## config.mk

```make
export PLATFORM = sky130hd
export DESIGN_NAME = chirp_burst_framer
export DESIGN_NICKNAME = d
export VERILOG_FILES = /design/src/rtl/chirp_burst_framer_pkg.sv /design/src/rtl/chirp_burst_framer_taper.sv /design/src/rtl/chirp_burst_framer.sv
export SDC_FILE = /design/constraint.sdc
export NUM_CORES = 1
export LEC_CHECK = 0
export CAP_MARGIN = 20
export CORE_ASPECT_RATIO = 0.5
export CORE_MARGIN = 2
export CORE_UTILIZATION = 30
export DETAILED_ROUTE_END_ITERATION = 10
export HOLD_SLACK_MARGIN = 0.1
export SYNTH_ARGS = -nofsm -noshare
export SYNTH_HDL_FRONTEND = slang
export SYNTH_SLANG_ARGS = --single-unit
```

## constraint.sdc

```tcl
create_clock -name clk -period 3 [get_ports clk]
set_input_delay 0.45 -clock clk [delete_from_list [all_inputs] [get_ports clk]]
set_output_delay 0.45 -clock clk [all_outputs]
set_load 0.02 [all_outputs]
```

## src/rtl/chirp_burst_framer_pkg.sv

```systemverilog
// Shared types and constants for the chirp burst framer.
// Optional taper build is selected with CHIRP_FRAMER_RAMP_EN.
package chirp_burst_framer_pkg;

    localparam int unsigned DAC_W = 14;
    localparam logic [DAC_W-1:0] DAC_MIDSCALE = 14'h2000;

    typedef enum logic [1:0] {
        IDLE,
        ARM,
        BURST,
        GUARD
    } state_e;

    // Two's complement to offset binary: flipping the sign bit adds half scale.
    function automatic logic [DAC_W-1:0] to_offset_bin(input logic [DAC_W-1:0] s);
        return {~s[DAC_W-1], s[DAC_W-2:0]};
    endfunction

endpackage

```

## src/rtl/chirp_burst_framer_taper.sv

```systemverilog
// chirp_taper: combinational amplitude ramp at both ends of a burst.
// Compiled only when CHIRP_FRAMER_RAMP_EN is defined.
`ifdef CHIRP_FRAMER_RAMP_EN
module chirp_taper
    import chirp_burst_framer_pkg::*;
#(
    parameter int unsigned FRAME_LEN = 451,
    parameter int unsigned RAMP_LEN  = 16,
    parameter int unsigned CW        = 9
) (
    input  logic [DAC_W-1:0] sample_i,
    input  logic [CW-1:0]    idx_i,
    output logic [DAC_W-1:0] sample_o
);

    localparam int unsigned SH = $clog2(RAMP_LEN);
    localparam int unsigned PW = DAC_W + SH + 2;

    logic [31:0]          c;
    logic [SH:0]          weight;
    logic                 taper;
    logic signed [PW-1:0] prod;

    assign c = 32'(idx_i);

    always_comb begin
        taper  = 1'b1;
        weight = '0;
        if (c < RAMP_LEN) begin
            weight = (SH+1)'(c + 1);
        end else if (c >= FRAME_LEN - RAMP_LEN) begin
            weight = (SH+1)'(FRAME_LEN - c);
        end else begin
            taper = 1'b0;
        end
        // weight <= RAMP_LEN, so the shifted product always fits back in DAC_W bits
        prod     = PW'($signed(sample_i)) * $signed({{(PW-SH-1){1'b0}}, weight});
        sample_o = taper ? DAC_W'(prod >>> SH) : sample_i;
    end

endmodule
`endif

```

## src/rtl/chirp_burst_framer.sv

```systemverilog
// Triggered, counted chirp bursts with mid-scale guard gaps and offset-binary output.
// Define CHIRP_FRAMER_RAMP_EN to add the amplitude taper (chirp_taper).
module chirp_burst_framer
    import chirp_burst_framer_pkg::*;
#(
    parameter int unsigned FRAME_LEN = 451,
`ifdef CHIRP_FRAMER_RAMP_EN
    parameter int unsigned RAMP_LEN  = 16,
`endif
    parameter int unsigned GUARD_LEN = 64
) (
    input  logic             clk,
    input  logic             rst_n,
    input  logic             trig,
    input  logic [7:0]       n_bursts,
    input  logic [DAC_W-1:0] chirp_in,
    input  logic             chirp_sof,
    output logic [DAC_W-1:0] dac_data,
    output logic             dac_en,
    output logic             busy,
    output logic             done
);

    localparam int unsigned CMAX = (FRAME_LEN > GUARD_LEN) ? FRAME_LEN : GUARD_LEN;
    localparam int unsigned CW   = $clog2(CMAX + 1);

    state_e           state_q, state_d;
    logic [CW-1:0]    cnt_q, cnt_d;
    logic [7:0]       rem_q, rem_d;
    logic [DAC_W-1:0] dac_q, dac_d;
    logic             en_q, en_d;
    logic             done_q, done_d;
    logic             pass;
    logic [DAC_W-1:0] shaped;

    always_ff @(posedge clk or negedge rst_n) begin
        if (!rst_n) begin
            state_q <= IDLE;
            cnt_q   <= '0;
            rem_q   <= '0;
            dac_q   <= DAC_MIDSCALE;
            en_q    <= 1'b0;
            done_q  <= 1'b0;
        end else begin
            state_q <= state_d;
            cnt_q   <= cnt_d;
            rem_q   <= rem_d;
            dac_q   <= dac_d;
            en_q    <= en_d;
            done_q  <= done_d;
        end
    end

    // The sof cycle in ARM carries burst sample 0, so BURST resumes counting at 1.
    always_comb begin
        state_d = state_q;
        cnt_d   = cnt_q;
        rem_d   = rem_q;
        unique case (state_q)
            IDLE: begin
                if (trig) begin
                    state_d = ARM;
                    cnt_d   = '0;
                    rem_d   = (n_bursts == 8'd0) ? 8'd1 : n_bursts;
                end
            end
            ARM: begin
                if (chirp_sof) begin
                    state_d = BURST;
                    cnt_d   = CW'(1);
                end
            end
            BURST: begin
                if (cnt_q == CW'(FRAME_LEN - 1)) begin
                    state_d = GUARD;
                    cnt_d   = '0;
                    rem_d   = rem_q - 8'd1;
                end else begin
                    cnt_d = cnt_q + 1'b1;
                end
            end
            GUARD: begin
                if (cnt_q == CW'(GUARD_LEN - 1)) begin
                    state_d = (rem_q != 8'd0) ? ARM : IDLE;
                    cnt_d   = '0;
                end else begin
                    cnt_d = cnt_q + 1'b1;
                end
            end
            default: state_d = IDLE;
        endcase
    end

`ifdef CHIRP_FRAMER_RAMP_EN
    logic [CW-1:0] idx;
    assign idx = (state_q == BURST) ? cnt_q : '0;

    chirp_taper #(
        .FRAME_LEN(FRAME_LEN),
        .RAMP_LEN (RAMP_LEN),
        .CW       (CW)
    ) u_taper (
        .sample_i(chirp_in),
        .idx_i   (idx),
        .sample_o(shaped)
    );
`else
    assign shaped = chirp_in;
`endif

    always_comb begin
        pass   = ((state_q == ARM) && chirp_sof) || (state_q == BURST);
        en_d   = pass;
        dac_d  = pass ? to_offset_bin(shaped) : DAC_MIDSCALE;
        done_d = (state_q == GUARD) && (cnt_q == CW'(GUARD_LEN - 1)) && (rem_q == 8'd0);
    end

    assign dac_data = dac_q;
    assign dac_en   = en_q;
    assign done     = done_q;
    assign busy     = (state_q != IDLE);

endmodule
```

==> Yosys cells after proc, flatten, opt, wreduce, memory -nomap -nowiden <==
Cells that the tools add are included.
{ "word_totals": {"ff_bits": 35, "output_inout_bits": 17, "input_bits": 26, "elab_cells": 47} }
{ "op_classes": {"n_reduce_logical": 13, "eq_ne": 9, "addsub": 2, "n_mux": 16, "n_bitwise": 1} }
{ "op_table": {"columns": ["cell", "n"], "rows": [
  ["$mux W9", 4],
  ["$pmux W9 S4", 1],
  ["$mux W8", 3],
  ["$logic_not A8 Y1", 2],
  ["$pmux W8 S2", 1],
  ["$mux W14", 1],
  ["$add A9 B1 Y9 const B", 1],
  ["$eq A9 B6 Y1 const B", 1],
  ["$eq A9 B9 Y1 const B", 1],
  ["$mux W2", 4],
  ["$ne A2 B2 Y1 const B", 4],
  ["$pmux W2 S4", 1],
  ["$reduce_bool A8 Y1", 1],
  ["$sub A8 B1 Y8 const B", 1],
  ["$eq A2 B2 Y1 const B", 2],
  ["$reduce_and A4 Y1", 1],
  ["$reduce_bool A2 Y1", 2],
  ["$logic_and A1 B1 Y1", 3],
  ["$reduce_and A3 Y1", 1],
  ["$eq A2 B1 Y1 const B", 1],
  ["$logic_not A2 Y1", 1],
  ["$reduce_and A2 Y1", 1],
  ["$logic_or A1 B1 Y1", 1],
  ["$mux W1", 1],
  ["$not A1 Y1", 1]
]} }

==> Longest topological paths before layout <==
Gate-level depths: netlist of run 1.
{ "logic_depth": {"ltp_word": 4, "mapped_depth": 8, "mapped_depth_nobuf": 6} }

==> Least setup slack after synthesis of run 1 <==
Ideal clock, no wire load.
{ "synth_timing": {"path_kind": "reg2reg", "startpoint": "reg cnt_q[3]", "endpoint": "reg rem_q[0]", "slack_ns": 0.881, "t_arrival_ns": 1.994, "setup_time_ns": 0.125, "synth_period_minus_slack_ns": 2.119, "n_path_buf": 1, "path_stages_with_launch": 6, "cell_sequence": "dfrtp_1 or4b_1 o41a_1 or2_1 buf_6 mux2_4"} }
{ "synth_between": {"elab_chain_len": 3} }
{ "synth_rtl": {"columns": ["element", "line_no", "rtl"], "rows": [
  ["start: declaration", "chirp_burst_framer.sv:28", "logic [CW-1:0] cnt_q, cnt_d;"],
  ["start signal: assignment", "chirp_burst_framer.sv:46", "cnt_q <= cnt_d;"],
  ["$eq A9 B9 Y1", "chirp_burst_framer.sv:74", "if (cnt_q == CW'(FRAME_LEN - 1)) begin"],
  ["$ne A2 B2 Y1 (no line)", null, null],
  ["$reduce_and A3 Y1 (no line)", null, null],
  ["end signal: assignment", "chirp_burst_framer.sv:47", "rem_q <= rem_d;"],
  ["end: declaration", "chirp_burst_framer.sv:29", "logic [7:0] rem_q, rem_d;"]
]} }
Every way passes these cells.
A chain may end at the register's enable or synchronous reset.

==> Worst setup path in the final report of run 1 <==
Same ends and word-level chain as after synthesis.

==> results of run 1 <==
-- cell families after synthesis --
group           share of synthesized area
simple gates                        0.228
compound gates                      0.147
flops                               0.475
buf+inv                            0.0488
mux                                0.0468
fa+ha+maj                          0.0542
-- power groups by stage --
stage,registers [mW],logic (mW),clock network (mW)
3_5_place_dp,0.757,1.04,0
2_1_floorplan,0.820,0.639,0
3_3_place_gp,0.755,1.02,0
4_1_cts,0.751,1.04,0.693
5_1_grt,0.776,1.13,0.712
6_report,0.751,1.03,0.673
-- per-stage QoR --
step                      hold WS [ns]  area (um^2)  setup WS, ns  total power, mW
after floorplan                  0.154         1850         0.881             1.46
after global placement           0.502         2350         0.600             1.78
after detailed placement         0.513         2350         0.566             1.80
after CTS                        0.526         2540         0.556             2.49
after global routing             0.564         2540         0.458             2.62
final                            0.537         2540         0.574             2.45
-- worst max-delay path by stage --
stage / startpoint / to / slack (ns) / cells after the start
after floorplan: cnt_q[3] / rem_q[0] / 0.88 / 5
after global placement: cnt_q[3] / rem_q[0] / 0.60 / 4
after detailed placement: cnt_q[3] / rem_q[4] / 0.57 / 4
after CTS: cnt_q[3] / rem_q[4] / 0.56 / 4
after global routing: cnt_q[3] / rem_q[4] / 0.46 / 4
final: cnt_q[3] / rem_q[0] / 0.57 / 4
-- critical path: cells and delay by family (launching register included) --
kind / cells / cell delay (ns)
and+or+nand+nor: 2 / 0.96
DFF: 1 / 0.43
AOI/OAI and AO/OA: 1 / 0.58
muxes: 1 / 0.33
-- synthesized netlist by cell type --
| cell | instances |
|---|---|
| nand3_1 | 4 |
| o21ai_1 | 1 |
| a211oi_1 | 2 |
| a21oi_1 | 7 |
| a31o_2 | 1 |
| o211ai_1 | 2 |
| mux2_2 | 1 |
| nor3b_1 | 1 |
| or4b_1 | 1 |
| nor4b_1 | 1 |
| o31a_1 | 1 |
| buf_6 | 2 |
| o22a_1 | 3 |
| clkbuf_1 | 6 |
| o31ai_1 | 3 |
| nor2_1 | 6 |
| or2_2 | 1 |
| inv_1 | 12 |
| nor2b_1 | 2 |
| mux2_4 | 1 |
| and4_2 | 1 |
| a22oi_1 | 1 |
| nor4_1 | 9 |
| or3_1 | 4 |
| a31oi_1 | 1 |
| nand2b_1 | 4 |
| nand2_1 | 15 |
| ha_1 | 8 |
| or3b_2 | 1 |
| o41a_1 | 2 |
| mux2i_1 | 6 |
| dfstp_2 | 1 |
| o41ai_2 | 1 |
| nand4_1 | 1 |
| nand4b_1 | 1 |
| a21o_1 | 1 |
| nor3_1 | 8 |
| dfrtp_1 | 34 |
| a211o_1 | 4 |
| and2_1 | 13 |
| or2_1 | 1 |
| o21ai_0 | 8 |
| and4_1 | 1 |
-- final cells by class --
cell class / count / area, um^2
inverters: 12 / 45.0
multi-input cells: 129 / 878
well taps: 77 / 96.3
clock inverters: 3 / 67.6
fillers: 583 / 3470
clock buffers: 5 / 125
flip-flops and latches: 35 / 877
repair buffers: 46 / 450
-- flip-flops by register name, indices dropped and copies added, names as in the netlist --
name / cells
dac_en: 1
cnt_q: 9
rem_q: 8
done: 1
dac_data: 14
state_q: 2
-- cell usage in the layout, fill, tap and decap left out, types with 2 or more instances in the layout --
cell type        count
mux2i_1              6
o41a_1               2
and2_1              13
dfrtp_1             34
o31ai_1              3
nor2b_1              2
nor2_1               6
a21oi_1              7
clkbuf_16            5
nand2_1             15
a211oi_1             2
bufinv_16            2
nand3_1              4
or3_1                4
o21ai_0              8
o22a_1               3
clkdlybuf4s50_1     42
ha_1                 8
nand2b_1             4
nor3_1               8
nor4_1               9
a211o_1              4
o211ai_1             2
buf_4                4
inv_1               12
-- routing by layer --
metal,vias up,global-route usage,wire [um]
li1,748,-,-
met1,742,0.162,2020
met2,20,0.220,1930
met3,5,0.0399,156
met4,0,0.0413,44
met5,-,0,0
==> metrics.txt, run 1 <==
outcome completed; Critical Path RT 3.16 ns; Synth Net Count 218; slowest CP cell o41a_1; Final Non-Filler Cells 307; Buffers on Ports 42; core area 0.00601 mm^2; Syn. warnings 0; GPL Wtd Cong 0.764; clk_lat worst skew 0.28 ns; Global Route Usage Sum 0.130; max_cap viols 0; die outline height 59.5 um; Syn Inst Count 184; Yosys top cell by area dfrtp_1; Logic pwr share 0.419; largest net degree at the start of global routing 36; CP max stage delay 0.58 ns; placed wire-length estimate 2910 um; # setup viols final 0; Iter 0 DRT Violations 46; Nets 263; total placed cells including tap cells 299; Seq pwr share 0.306; Root Driver clkbuf_16; Max Transition Viols Final 0; share of the synthesized area in the top cell type 0.461; final WL 4150 um; Inserted Clock Buffers 5; peak supply drop 0.000353 V; Starting Density 0.307; number of H-tree levels 2; DRT antenna net count 0; # IOs 43; final hold vios 0; Switching Share 0.354; cell area after synthesis 0.00185 mm^2; Critical Path Fanout Max 13; Setup Buffers After CTS 0; row cnt 20; Int Pwr 1.58 mW; ranking of synthesized cells by area dfrtp_1 46%, ha_1 5.4%, and2_1 4.4%, mux2i_1 3.3%, nand2_1 3.1%; RSZ-0062 raised after global routing no; Final period util 0.809; CTS Buffer Depth 2; Avg Vias per Cell 4.93; Worst slew margin 0.649; vias 1515; ant diodes 0; Die ar. 0.00683 mm^2; Crit path arrival time 2.58 ns; Layout Utilization 0.423; CTS clk-pin slew, worst paths 0.06 ns; TritonCTS clock tree yes; R2R cell count 4; first-pass GRT wire length 6830 um; crit-path cells or4b_1 > o41a_1 > or2_1 > mux2_4; #FFs+latches synth 35; Worst R2R Start cnt_q[3]; area grow syn2layout 37.6%; Initial DRT Pass Iterations 4; die width 115 um; DRC 0; Seq/Total Area, Yosys 0.475; hold crit path type register to register; # hold bufs at CTS 0; Pleak 1.06 nW; Sink Count 35; worst slew pin tran 0.523 ns; Netlist cell types 43; power per cell area 964 mW/mm^2; CTS resizes 0; Mean Syn Cell Area 10.0 um^2; Worst R2R End rem_q[0]; setup_tns 0 ns; Critical Path Source Type register; hold path endpoint rem_q[6]; Hold Path Cell Cnt 1; r2r setup slk 0.57 ns; vias in the first global route 1488; clock share of power 0.275; initial antenna violation count 0; CP Class register to register; global route overflow 0; routed len/inst 13.5 um; FMAX 412 MHz; post-route minimum period 2.43 ns; clk_skew 0.00437 ns; critical hold path startpoint rem_q[6]; crit end category register; layout cells sized above 1 0.0870; Switch Pwr 867 uW
(Power assumes the default switching activity.)
==> run 2, diff against run 1 <==
Clock period 3 ns to 2.1 ns, I/O delays scaled along.
==> run 2 against run 1 <==
- the flow now finishes with violations (negative setup slack)
- final cell count increased by 3.9%
- power rose by 45%
- utilization up 1.6 points
- via count increased by 2.8%
- count of clock-buffer cells in the layout increased by 2
- worst hold slack got worse by 0.084 ns
- critical path depth up 1
- register-to-register slack got worse by 0.59 ns
- largest power group unchanged
==> metrics.txt, run 2 (same netlist as run 1, synthesis figures left out) <==
DRC 0 (unchanged); ant diodes 0 (unchanged); FMAX 472 MHz (+14%); Final period util 1.01 (+0.201); Buffers on Ports 42 (unchanged); # IOs 43 (unchanged); Critical Path Source Type register; routed len/inst 13.8 um (+1.7%); TritonCTS clock tree yes; pre-CTS WS 0.00477 ns (-0.561 ns); max FFs per register 14 (unchanged); Nets 275 (+4.6%); Starting Density 0.307 (unchanged); hold crit path type input pin to async pin; number of H-tree levels 2 (unchanged); most frequent cells in the layout 41 x clkdlybuf4s50_1, 34 x dfrtp_1, 15 x nand2_1; Initial DRT Pass Iterations 4 (unchanged); Final Non-Filler Cells 319 (+3.9%); GPL Wtd Cong 0.791 (+3.5%); clk_skew 0.00547 ns (+0.00109 ns); post-route minimum period 2.12 ns (-0.306 ns); clk_lat worst skew 0.28 ns (about the same); core area 0.00601 mm^2 (unchanged); area grow syn2layout 43.0%; Worst R2R Start cnt_q[4]; Root Driver clkbuf_16; CTS clk-pin slew, worst paths 0.06 ns (about the same); Worst path depth 5 (+1); fin worst setup slack -0.0193 ns (-0.594 ns); final hold vios 0 (unchanged); Sink Count 35 (unchanged); CP max stage delay 0.53 ns (-0.05 ns); largest net degree at the start of global routing 36 (unchanged); initial antenna violation count 0 (unchanged); r2r setup slk -0.02 ns (-0.59 ns); failing checks negative setup slack; die width 115 um (unchanged); outcome complete, but fails checks; worst slew pin tran 0.610 ns (+0.0878 ns); Global Route Usage Sum 0.141 (+0.0106); # hold bufs at CTS 0 (unchanged); power per cell area 1350 mW/mm^2 (+40%); commonest non-fill, non-tap cell in the layout clkdlybuf4s50_1; layout cells sized above 1 0.153 (+0.0659); total power 3.55 mW (+45%); Die ar. 0.00683 mm^2 (unchanged); max_cap viols 0 (unchanged); WP buf/inv 1 (+1); DRT antenna net count 0 (unchanged); crit end category register; Pleak 1.12 nW (+6.3%); placed wire-length estimate 3140 um (+8.0%); Worst slew margin 0.593 (-0.0562); total placed cells including tap cells 310 (+3.7%); CTS Buffer Depth 2 (unchanged); Iter 0 DRT Violations 86 (+87%); die outline height 59.5 um (unchanged); R2R cell count 5 (+1); Avg Vias per Cell 4.88 (-1.1%); row cnt 20 (unchanged); RSZ-0062 raised after global routing yes; Critical Path RT 2.26 ns (-0.90 ns); CP Class register to register; setup_tns -0.0193 ns (-0.0193 ns); Layout Utilization 0.439 (+0.0165); Critical Path Fanout Max 5 (-8); vias 1557 (+2.8%); first-pass GRT wire length 7330 um (+7.4%); Inserted Clock Buffers 5 (unchanged); vias in the first global route 1616 (+8.6%); Max Transition Viols Final 0 (unchanged); Crit path arrival time 2.28 ns (-0.30 ns); Worst R2R End state_q[1]; # setup viols final 1 (+1); final WL 4390 um (+5.7%); slowest CP cell or4b_4; crit-path cells or4b_4 > o41a_1 > buf_6 > nor3_4 > mux2_4; peak supply drop 0.000426 V (+21%); global route overflow 0 (unchanged); CP delay by family, top simple AND/OR/NAND/NOR gates
==> run 2: cell count changes in the layout (fill, tap and decap cells not counted), moves of 2 or more <==
cell / change
clkbuf_8: +2
buf_4: +10
buf_6: +2
bufinv_16: -2
==> run 2: area by class of cell <==
class,count,area [um^2]
Clock inverter,1,7.51
Tap cell,77,96.3
Fill cell,591,3370
Clock buffer,7,153
Sequential cell,35,877
Timing Repair Buffer,58,551
Multi-Input combinational cell,129,910
Inverter,12,45.0
==> run 2: worst max-delay path by stage <==
stage          startpoint  slack (ns)          to
3_3_place_gp     cnt_q[3]        0.04  state_q[1]
6_report         cnt_q[4]       -0.02  state_q[1]
5_1_grt          cnt_q[4]       -0.06  state_q[1]
3_5_place_dp     cnt_q[3]       0.005  state_q[1]
4_1_cts          cnt_q[3]       0.001  state_q[1]
2_1_floorplan    cnt_q[3]        0.04    rem_q[0]
==> run 2: through the flow <==
stage	hold slack [ns]	instance area [um^2]
floorplan	0.0194	1850
global placement	0.488	2430
detailed placement	0.507	2430
CTS	0.482	2600
global route	0.516	2640
finish	0.454	2640
==> run 2: worst reg2reg max path: cells and delay by family (launching register included) <==
family | cells | cell delay, ns
simple gates | 2 | 0.71
flops | 1 | 0.37
mux | 1 | 0.31
buf+inv | 1 | 0.16
compound gates | 1 | 0.45
==> run 2: layer usage <==
layer	global-route usage	share of wire	up-vias	routed length, um
met4	0.0482	0.010	0	45
li1	-	-	777	-
met2	0.234	0.47	23	2060
met1	0.181	0.48	751	2110
met3	0.0358	0.039	6	172
met5	0	0	-	0
==> run 2: where the power goes <==
| part | switching, mW | leakage, nW | internal, mW | total (mW) |
|---|---|---|---|---|
| clock network | 0.274 | 0.0761 | 0.504 | 0.778 |
| registers | 0.143 | 0.447 | 0.904 | 1.05 |
| logic | 0.899 | 0.600 | 0.829 | 1.73 |
==> run 2: repair_timing <==
action / in CTS / in global routing
pin swaps: 0 / 7
setup endpoints to repair: 6 / 10
setup buffers: 0 / 1
resized for setup: 2 / 8
==> run 3, diff against run 2 <==
Settings changed: CTS_CLUSTER_SIZE set to 28, GPL_TIMING_DRIVEN set to 0.
==> run 3 against run 2 <==
- the run still ends with negative setup slack left
- worst hold slack got worse by 0.33 ns
- maximum frequency increased by 0.74%
- clock skew shrank 0.0023 ns
- combinational power decreased by 5%
- utilization is 1.1 points lower
- first-iteration DRC count shrank 12%
- critical path type unchanged
- critical endpoint is now rem_q[0]
- largest cell class unchanged
==> metrics.txt, run 3 (same netlist as run 1, synthesis figures left out) <==
outcome complete, but fails checks; failing checks negative setup slack; TritonCTS clock tree yes; Pleak 1.09 nW (-3.3%); power per cell area 1320 mW/mm^2 (-1.8%); CP Class register to register; CP max stage delay 0.51 ns (-0.02 ns); CTS clk-pin slew, worst paths 0.05 ns (about the same); die width 115 um (unchanged); Crit path arrival time 2.26 ns (-0.02 ns); Worst R2R End rem_q[0]; most frequent cells in the layout 40 x clkdlybuf4s50_1, 33 x dfrtp_1, 15 x nand2_1; final hold vios 0 (unchanged); Starting Density 0.307 (unchanged); Critical Path Source Type register; slowest CP cell or4b_1; # IOs 43 (unchanged); crit end category register; die outline height 59.5 um (unchanged); worst slew pin tran 0.793 ns (+0.183 ns); initial antenna violation count 0 (unchanged); Sink Count 35 (unchanged); vias in the first global route 1585 (-1.9%); Root Driver clkbuf_16; fin worst setup slack -0.00382 ns (+0.0155 ns); Final Non-Filler Cells 317 (-0.63%); # hold bufs at CTS 0 (unchanged); post-route minimum period 2.10 ns (-0.0155 ns); crit-path cells or4b_1 > o41a_1 > or2_1 > buf_6 > mux2_4; Final period util 1.00 (-0.00737); total placed cells including tap cells 303 (-2.3%); clk_skew 0.00321 ns (-0.00226 ns); Global Route Usage Sum 0.142 (+0.00141); routed len/inst 13.7 um (-0.42%); number of H-tree levels 2 (unchanged); max_cap viols 0 (unchanged); DRT antenna net count 0 (unchanged); Initial DRT Pass Iterations 4 (unchanged); first-pass GRT wire length 7500 um (+2.3%); CP Launch Point cnt_q[3]; Buffers on Ports 42 (unchanged); GPL Wtd Cong 0.750 (-5.2%); Inserted Clock Buffers 5 (unchanged); # setup viols final 1 (unchanged); ant diodes 0 (unchanged); final WL 4340 um (-1.0%); largest net degree at the start of global routing 36 (unchanged); Iter 0 DRT Violations 76 (-12%); Layout Utilization 0.428 (-0.0110); layout cells sized above 1 0.150 (-0.00289); Avg Vias per Cell 4.89 (+0.24%); total power 3.40 mW (-4.3%); Worst slew margin 0.471 (-0.122); clk_lat worst skew 0.28 ns (about the same); pre-CTS WS -0.0879 ns (-0.0927 ns); r2r setup slk -0.004 ns (+0.02 ns); hold crit path type input pin to async pin; max FFs per register 14 (unchanged); CTS Buffer Depth 2 (unchanged); FMAX 475 MHz (+0.74%); global route overflow 0 (unchanged); core area 0.00601 mm^2 (unchanged); Nets 273 (-0.73%); vias 1551 (-0.39%); Critical Path RT 2.26 ns (about the same); peak supply drop 0.000422 V (-1.2%); commonest non-fill, non-tap cell in the layout clkdlybuf4s50_1; RSZ-0062 raised after global routing yes; Max Transition Viols Final 0 (unchanged); row cnt 20 (unchanged); Die ar. 0.00683 mm^2 (unchanged); area grow syn2layout 39.4%; Worst R2R Start cnt_q[3]; Critical Path Fanout Max 8 (+3); DRC 0 (unchanged); placed wire-length estimate 3010 um (-4.3%); R2R cell count 5 (unchanged)
## run 3: worst max path at each step
stage	cells past startpoint	slack (ns)	end
after floorplan	5	0.04	rem_q[0]
after global placement	7	-0.13	cnt_q[0]
after detailed placement	4	-0.09	cnt_q[3]
after CTS	5	-0.05	rem_q[0]
after global routing	5	-0.07	rem_q[0]
final	5	-0.004	rem_q[0]
## run 3: stage by stage
step                      area, um^2   TNS, ns  hold slack [ns]
after CTS                       2550    -0.142            0.150
after global placement          2360     -3.96            0.501
after detailed placement        2360    -0.953            0.451
after global routing            2570    -0.316            0.187
final                           2570  -0.00382            0.121
after floorplan                 1850         0           0.0194
## run 3: final cells by class
cell class	count	area, um^2
Buffer	8	50.0
Fill cell	577	3430
Tap cell	77	96.3
Multi-Input combinational cell	129	903
Inverter	12	45.0
Timing Repair Buffer	48	459
Clock inverter	3	15.0
Clock buffer	5	125
Sequential cell	35	878
## run 3: timing repair
action | in CTS | in global routing
pin swaps | 5 | 2
hold endpoints to repair | 0 | 0
setup endpoints to repair | 20 | 19
resized for setup | 4 | 11
buffers inserted | 6 | 0
## run 3: worst max-delay path, delay by kind of cell (launching register included)
kind / cells / cell delay, ns
buffers and inverters: 1 / 0.14
AO/OA/AOI/OAI: 1 / 0.41
multiplexers: 1 / 0.29
flip-flops: 1 / 0.38
AND/OR/NAND/NOR: 2 / 0.76
## run 3: power breakdown
part	switching, mW	internal (mW)	leakage (nW)
Clock	0.267	0.432	0.0733
Combinational	0.871	0.772	0.567
Sequential	0.153	0.904	0.445
Total	1.29	2.11	1.09
## run 3: per-layer routing
metal  vias to the layer above  GRT usage  routed length (um)  share of wire
met1                       739      0.180                1960           0.45
met2                        29      0.235                2160           0.50
li1                        775          -                   -              -
met3                         8     0.0389                 164          0.038
met5                         -          0                   0              0
met4                         0     0.0551                  50          0.012
